`config.mk`:
```
export PLATFORM = sky130hd
export DESIGN_NAME = rv_ctl
export DESIGN_NICKNAME = d
export VERILOG_FILES = /design/src/rtl/rv_ctl.sv
export SDC_FILE = /design/constraint.sdc
export NUM_CORES = 1
export LEC_CHECK = 0
export ABC_AREA = 1
export BUFFER_PORTS_ARGS = -buffer_cell sky130_fd_sc_hd__buf_2
export CAP_MARGIN = 20
export CORE_ASPECT_RATIO = 1.4
export CORE_MARGIN = 1
export CORE_UTILIZATION = 30
export DETAILED_ROUTE_END_ITERATION = 16
export GPL_TIMING_DRIVEN = 0
export HOLD_SLACK_MARGIN = 0.02
export PLACE_DENSITY = 0.6
export SLEW_MARGIN = 30
export SYNTH_ARGS = -nofsm -noshare
export SYNTH_HDL_FRONTEND = slang
export SYNTH_SLANG_ARGS = --single-unit
export TNS_END_PERCENT = 1
```
`constraint.sdc`:
```
create_clock -name clk -period 1.7 [get_ports clk]
set_clock_uncertainty 0.2 [all_clocks]
set_input_delay 0.17 -clock clk [delete_from_list [all_inputs] [get_ports clk]]
set_output_delay 0.17 -clock clk [all_outputs]
set_load 0.01 [all_outputs]
```
`src/rtl/rv_ctl.sv`:
```
// Multi-cycle RV32I control FSM: sequences fetch, decode, execute, memory and
// writeback steps and decodes the datapath strobes and mux selects per state.
module rv_ctl #(
   parameter int DPWIDTH = 32
) (
   input  logic               clk,
   input  logic               rst,
   input  logic [DPWIDTH-1:0] instr,
   input  logic               zero,
   output logic               pcsourse,
   output logic               pcwrite,
   output logic               pccen,
   output logic               irwrite,
   output logic               regwen,
   output logic               mdrwrite,
   output logic               dmem_we,
   output logic               illegal,
   output logic [1:0]         wbsel,
   output logic [1:0]         immsel,
   output logic [1:0]         asel,
   output logic [1:0]         bsel,
   output logic [3:0]         alusel
);

   typedef enum logic [3:0] {
      FETCH, DECODE, EXEC_R, EXEC_I, ALU_WB, MEM_ADDR,
      MEM_RD, MEM_WB, MEM_WR, BRANCH, JAL, HALT
   } state_t;

   localparam logic [6:0] OP_R      = 7'b0110011;
   localparam logic [6:0] OP_I      = 7'b0010011;
   localparam logic [6:0] OP_LOAD   = 7'b0000011;
   localparam logic [6:0] OP_STORE  = 7'b0100011;
   localparam logic [6:0] OP_BRANCH = 7'b1100011;
   localparam logic [6:0] OP_JAL    = 7'b1101111;
   localparam logic [6:0] F7_BASE   = 7'b0000000;
   localparam logic [6:0] F7_ALT    = 7'b0100000;

   localparam logic [3:0] ALU_ADD  = 4'd0;
   localparam logic [3:0] ALU_SUB  = 4'd1;
   localparam logic [3:0] ALU_SLL  = 4'd2;
   localparam logic [3:0] ALU_SLT  = 4'd3;
   localparam logic [3:0] ALU_SLTU = 4'd4;
   localparam logic [3:0] ALU_XOR  = 4'd5;
   localparam logic [3:0] ALU_SRL  = 4'd6;
   localparam logic [3:0] ALU_SRA  = 4'd7;
   localparam logic [3:0] ALU_OR   = 4'd8;
   localparam logic [3:0] ALU_AND  = 4'd9;

   state_t     state;
   logic [6:0] opcode;
   logic [2:0] funct3;
   logic [6:0] funct7;
   logic       r_legal;
   logic [3:0] r_alu;
   logic [3:0] i_alu;
   logic       unused_instr;

   assign opcode       = instr[6:0];
   assign funct3       = instr[14:12];
   assign funct7       = instr[31:25];
   assign unused_instr = ^instr;

   function automatic logic [3:0] alu_op(input logic [2:0] f3, input logic alt);
      logic [3:0] op;
      case (f3)
         3'b000:  op = alt ? ALU_SUB : ALU_ADD;
         3'b001:  op = ALU_SLL;
         3'b010:  op = ALU_SLT;
         3'b011:  op = ALU_SLTU;
         3'b100:  op = ALU_XOR;
         3'b101:  op = alt ? ALU_SRA : ALU_SRL;
         3'b110:  op = ALU_OR;
         default: op = ALU_AND;
      endcase
      return op;
   endfunction

   // Only ADD/SUB and SRL/SRA have an alternate funct7; I-type never subtracts.
   assign r_legal = (funct7 == F7_BASE) ||
                    ((funct7 == F7_ALT) && ((funct3 == 3'b000) || (funct3 == 3'b101)));
   assign r_alu   = alu_op(funct3, funct7 == F7_ALT);
   assign i_alu   = alu_op(funct3, (funct3 == 3'b101) && instr[30]);

   always_ff @(posedge clk or posedge rst) begin
      if (rst) begin
         state <= FETCH;
      end else begin
         case (state)
            FETCH: state <= DECODE;
            DECODE: begin
               case (opcode)
                  OP_R:               state <= EXEC_R;
                  OP_I:               state <= EXEC_I;
                  OP_LOAD, OP_STORE:  state <= MEM_ADDR;
                  OP_BRANCH:          state <= BRANCH;
                  OP_JAL:             state <= JAL;
                  default:            state <= HALT;
               endcase
            end
            EXEC_R:   state <= r_legal ? ALU_WB : HALT;
            EXEC_I:   state <= ALU_WB;
            ALU_WB:   state <= FETCH;
            MEM_ADDR: begin
               if (funct3 != 3'b010)
                  state <= HALT;
               else if (opcode == OP_LOAD)
                  state <= MEM_RD;
               else
                  state <= MEM_WR;
            end
            MEM_RD:   state <= MEM_WB;
            MEM_WB:   state <= FETCH;
            MEM_WR:   state <= FETCH;
            BRANCH:   state <= ((funct3 == 3'b000) || (funct3 == 3'b001)) ? FETCH : HALT;
            JAL:      state <= FETCH;
            default:  state <= HALT;
         endcase
      end
   end

   // Outputs stay combinational: IR and the zero flag only become valid inside
   // the state that uses them, so a registered decode would act on stale data.
   always_comb begin
      pcsourse = 1'b0;
      pcwrite  = 1'b0;
      pccen    = 1'b0;
      irwrite  = 1'b0;
      regwen   = 1'b0;
      mdrwrite = 1'b0;
      dmem_we  = 1'b0;
      illegal  = 1'b0;
      wbsel    = 2'd0;
      immsel   = 2'd0;
      asel     = 2'd0;
      bsel     = 2'd0;
      alusel   = ALU_ADD;
      if (!rst) begin
         case (state)
            FETCH: begin
               irwrite = 1'b1;
               pccen   = 1'b1;
               pcwrite = 1'b1;
            end
            DECODE: begin
               asel   = 2'd1;
               immsel = (opcode == OP_JAL) ? 2'd3 : 2'd2;
            end
            EXEC_R: begin
               bsel   = 2'd1;
               alusel = r_legal ? r_alu : ALU_ADD;
            end
            EXEC_I: alusel = i_alu;
            ALU_WB: begin
               wbsel  = 2'd1;
               regwen = 1'b1;
            end
            MEM_ADDR: immsel = (opcode == OP_STORE) ? 2'd1 : 2'd0;
            MEM_RD:   mdrwrite = 1'b1;
            MEM_WB:   regwen = 1'b1;
            MEM_WR:   dmem_we = 1'b1;
            BRANCH: begin
               bsel   = 2'd1;
               alusel = ALU_SUB;
               if (((funct3 == 3'b000) && zero) || ((funct3 == 3'b001) && !zero)) begin
                  pcwrite  = 1'b1;
                  pcsourse = 1'b1;
               end
            end
            JAL: begin
               wbsel    = 2'd2;
               regwen   = 1'b1;
               pcwrite  = 1'b1;
               pcsourse = 1'b1;
            end
            HALT:    illegal = 1'b1;
            default: illegal = 1'b1;
         endcase
      end
   end

endmodule
```
Yosys cells after proc, flatten, opt, wreduce, memory -nomap -nowiden
Cells that the tools add are included.
{ "totals": {"ff_bits": 4, "latch_bits": 0, "ramBits": 0, "mem_bits_ro": 0, "inputBits": 35, "output_inout_bits": 20, "elab_cells": 83, "mem_count": 0} }
{ "classes": {"n_addsub": 0, "multipliers": 0, "div": 0, "magnitude_cmp": 0, "eq_ne": 24, "shifts": 0, "n_mux": 40, "n_bitwise": 0, "n_reduce_logical": 18} }
{ "ops": {"columns": ["cell", "n"], "rows": [
  ["$pmux 4 s7", 2],
  ["$pmux 4 s8", 1],
  ["$mux 4", 6],
  ["$mux 1", 23],
  ["$eq 7x6->1 const B", 3],
  ["$pmux 4 s5", 1],
  ["$eq 4x3->1 const B", 4],
  ["$eq 7x7->1 const B", 2],
  ["$eq 4x4->1 const B", 3],
  ["$pmux 4 s3", 1],
  ["$reduce_or 11->1", 1],
  ["$eq 3x3->1 const B", 3],
  ["$eq 4x2->1 const B", 2],
  ["$pmux 2 s2", 2],
  ["$eq 7x2->1 const B", 1],
  ["$eq 7x5->1 const B", 1],
  ["$logic_not 7->1", 1],
  ["$eq 3x2->1 const B", 2],
  ["$reduce_or 2->1", 3],
  ["$eq 4x1->1 const B", 1],
  ["$logic_and 1x1->1", 4],
  ["$logic_not 4->1", 1],
  ["$logic_or 1x1->1", 4],
  ["$mux 2", 2],
  ["7 further kinds", 8]
]} }

Longest topological paths before layout
{ "logic_depth": {"depth_word": 7, "depth_mapped": 9, "depth_no_buf": 9} }

Least setup slack after synthesis
Ideal clock, no wire load.
{ "synth_timing": {"path_kind": "flip-flop to output port", "startpoint": "reg state[3]", "endpoint": "out alusel[1]", "arrival_time_ns": 1.120, "required_time_ns": 1.330, "setup_slack_ns": 0.210, "stages_incl_launch_ff": 8, "path_buffers": 0, "cell_sequence": "dfrtp_1 -> nor2_2 -> inv_2 -> nor2_4 -> o21ai_2 -> inv_2 -> nand2_2 -> nor2_1"} }
{ "synth_via": {"elab_chain_cells": 3, "elab_cells_between_ends": 5, "cone_classes": "eq/ne: 3; mux: 2"} }
{ "synth_rtl": {"columns": ["element", "line_no", "source"], "rows": [
  ["start, declared", "50", "state_t state;"],
  ["start signal, assigned", "101", "EXEC_R: state <= r_legal ? ALU_WB : HALT;"],
  ["start signal, assigned", "115", "BRANCH: state <= ((funct3 == 3'b000) || (funct3 == 3'b001)) ? FETCH : HALT;"],
  ["$eq 4x4->1 / $eq 4x2->1 (equally long branches)", "139", "case (state)"],
  ["$pmux 4 s3 *", "139", null],
  ["$mux 4 *", "138", "if (!rst) begin"],
  ["end, declared", "22", "output logic [3:0] alusel"]
]} }
Mark *: on every way between the ends. The rest lies on a longest branch, timed or not.

Worst setup path after layout
{ "layout_timing": {"startpoint": "reg state[2]", "endpoint": "out alusel[2]"} }
The elaborated chain is that of the path after synthesis.

==> impl_metrics.csv <==
group,metric,value,unit
outcome,status,"complete, but fails checks",
outcome,violations,"design-rule violations, negative setup slack",
synthesis,syn_area_per_cell,5.593,um^2
critical_path,crit_path_top_delay_cell,"dfrtp_1",
sta,setup_viol,7,
drt,drt_iter0_drc,25,
synthesis,synthXorXnorAreaFrac,1.169,%
critical_path,worst_path_most_repeated_cell,"inv_2",
sta,drv_slew,0,
sta,fmax,552.6,MHz
clock_network,cts-root-buf,"clkbuf_4",
synthesis,synthesis.area,749.5,um^2
synthesis,synth_top_family_by_area,"simple AND/OR/NAND/NOR gates",
power,p_leak,0.5690,nW
place,place_area,975.9,um^2
layout,num_antenna_cells,0,
critical_path,crit_path_max_incr_delay,0.41,ns
layout,largest-register,"state",
min_path,holdCritStartpoint,"instr[4]",
layout,finalNetCount,215,
layout,largest_reg_flops,4,
critical_path,cp_top_family,"flip-flops",
min_path,hold_class,"in -> reg",
critical_path,r2r-end,"state[1]",
floorplan,dieArea,2705,um^2
global_routing,grt_pass1_wl,3111,um
synthesis,synthSimpleGateAreaFrac,58.76,%
clock_network,clockBufferDepth,2,
clock_network,cts_max_level,1,
drt,wl_per_cell,9.151,um
power,power,0.2937,mW
floorplan,pin_count,55,
place,hpwl,1617,um
layout,area_delta_synth_final,44.07,%
critical_path,path_class,"reg -> out",
sta,setup_ws,-0.1096,ns
floorplan,die_y,61.14,um
clock_network,cts_tree,"yes",
synthesis,synth_compound_area_share,11.52,%
critical_path,start_kind,"register",
place,gp_congestion,0.7662,
drt,ant_nets,0,
global_routing,grt_max_degree,11,
global_routing,grt_pass1_vias,843,
sta,fin_tns_setup,-0.6281,ns
run,drv_cap,0,
synthesis,muxShareOfSynthArea,0,%
synthesis,synth_top_area_share,15.03,%
floorplan,die_width,44.24,um
critical_path,ff2ff_setup_slack,0.19,ns
power,worst_ir_drop_vdd,0.2218,mV
global_routing,antenna_found_initial,0,
layout,drive_gt1_share,48.31,%
min_path,whs_endpoint,"state[1]",
critical_path,rr_worst_depth,9,
sta,finalHoldViolCount,0,
place,io_buffers,36,
clock_network,clkTransAtPathRegs,0.04,ns
synthesis,ys_ff_latch,4,
layout,final_area,1080,um^2
floorplan,coreArea,2391,um^2
sta,period_share,106.4,%
clock_network,cts_sinks,4,
layout,multi_input_area,586.8,um^2
critical_path,timing.critical_path.cells,"inv_2 -> nand2_2 -> inv_2 -> nand2_4 -> nand2_1 -> o21ai_2 -> inv_2 -> nand2_2 -> nor2_1 -> buf_2",
clock_network,cts_made_buffers,3,
synthesis,synth_cell_types,25,
synthesis,synth_adder_area_share,0,%
critical_path,cp-end-kind,"output port",
critical_path,crit_buf_inv,4,
critical_path,cp_data_required_time,1.33,ns
synthesis,ys_top_cells_by_area,"nand2_1 (15%), dfrtp_1 (13%), nor2_1 (12%), nand2_2 (8.3%), inv_1 (6.5%)",
floorplan,start_util,31.34,%
floorplan,rows,21,
critical_path,reg2reg_from,"state[2]",
power,power_density,272.0,nW/um^2
sta,min_period,1.810,ns
layout,top_regs,"state x4",
synthesis,seq_area_frac_synth,13.36,%
synthesis,synth_warnings,0,
drt,routed_via_density,4.481,
min_path,hold_depth,4,
global_routing,overflow,0,
global_routing,grt_use_total,15.09,%
drt,num_vias,950,
drt,wl,1940,um
clock_network,clk-insertion-delay-late,0.23,ns
synthesis,yosys.area.top_type,"nand2_1",
layout,regArea,102.6,um^2
drt,drc,3,
place,pre_cts_slack,0.05864,ns
synthesis,synthCells,134,
drt,dr.pass1.iters,10,
critical_path,cp_max_fo,4,
critical_path,arrival,1.44,ns
layout,fill_cells,271,
sta,rsz0062_at_grt,"true",
-- worst register-to-register path, stage by stage (launching register included) --
cell     delay [ns]
dfrtp_1        0.41
inv_2          0.11
nor2_4         0.04
inv_1          0.11
nor2_4         0.06
buf_4          0.14
nand2_1        0.05
nand2_1        0.06
nor2_2         0.14
nand3_1        0.08
-- timing repair --
action                                  4_1_cts  5_1_grt
hold buffers                                  1        0
buffers inserted                              1        2
hold endpoints to repair                      4        0
pin swaps                                     4        3
gates resized for setup                      10        5
endpoints found under the setup margin        8       10
-- synth_stat cells --
cell and number:
nand2_1 30, nor2_1 23, inv_1 13, nand2_2 10, inv_2 9, nand3_1 9, dfrtp_1 4, nand4_1 4
nor2_2 4, a21oi_1 3, buf_4 3, nor2_4 3, o21ai_0 3, o21ai_1 3, nand3_2 2, o211ai_1 2
a21oi_2 1, buf_2 1, conb_1 1, nand3b_1 1, nor3_4 1, o21ai_2 1, o32ai_1 1, or2_1 1
xor2_1 1
-- cells by family after synthesis --
kind of cell,Yosys count
AND/OR/NAND/NOR,88
buffers and inverters,26
AO/OA/AOI/OAI,14
flip-flops,4
XOR/XNOR,1
other,1
-- through the flow --
stage | instances | hold WS, ns | util [%]
global route | 212 | 0.1247 | 45.16
global placement | 205 | 0.002491 | 40.82
CTS | 210 | 0.09016 | 43.64
detailed placement | 205 | 0.001675 | 40.82
finish | 212 | 0.08732 | 45.16
floorplan | 135 | -0.05938 | -
-- cell usage in the layout, fill, tap and decap left out, types with 2 or more instances in the layout --
cell type,n
nand2_1,29
nand4_1,4
inv_1,11
nor2_4,7
a21oi_1,3
buf_2,36
inv_2,11
clkbuf_4,3
dfrtp_1,2
nor2_2,2
o21ai_1,2
o21ai_0,3
nand3_2,2
nand3_1,9
buf_4,7
o21ai_2,2
conb_1,2
nand2_2,10
nor2_1,21
o211ai_1,2
dfrtp_2,2
-- worst max-delay path by stage --
stage | from | endpoint | slack [ns] | cells after the start
2_1_floorplan | state[3] | alusel[1] | 0.21 | 7
3_3_place_gp | state[3] | alusel[0] | 0.05 | 8
3_5_place_dp | state[3] | alusel[0] | 0.06 | 8
4_1_cts | state[2] | alusel[3] | -0.13 | 8
5_1_grt | state[3] | alusel[2] | -0.23 | 8
6_report | state[2] | alusel[2] | -0.11 | 10
-- power breakdown --
group	internal (mW)	switching, mW	leakage, nW
clock	0.0788	0.0374	0.0138
combinational	0.0335	0.0482	0.516
sequential	0.0958	0	0.0396
-- final cells by class --
class / instances / share of cell area (%)
multi-input cells: 105 / 54.35
flip-flops and latches: 4 / 9.502
plain buffers: 4 / 2.549
well taps: 34 / 3.940
repair buffers: 40 / 19.93
inverters: 22 / 7.648
clock buffers: 3 / 2.086
-- per-layer routing --
metal | up-vias | part of all wire [%] | global-route usage (%)
met1 | 414 | 40 | 15.38
met5 | - | 0 | 0
met2 | 25 | 54 | 29.83
li1 | 506 | - | -
met3 | 5 | 5.3 | 2.933
met4 | 0 | 1.1 | 5.195
Power figures use the tool's default switching activity.
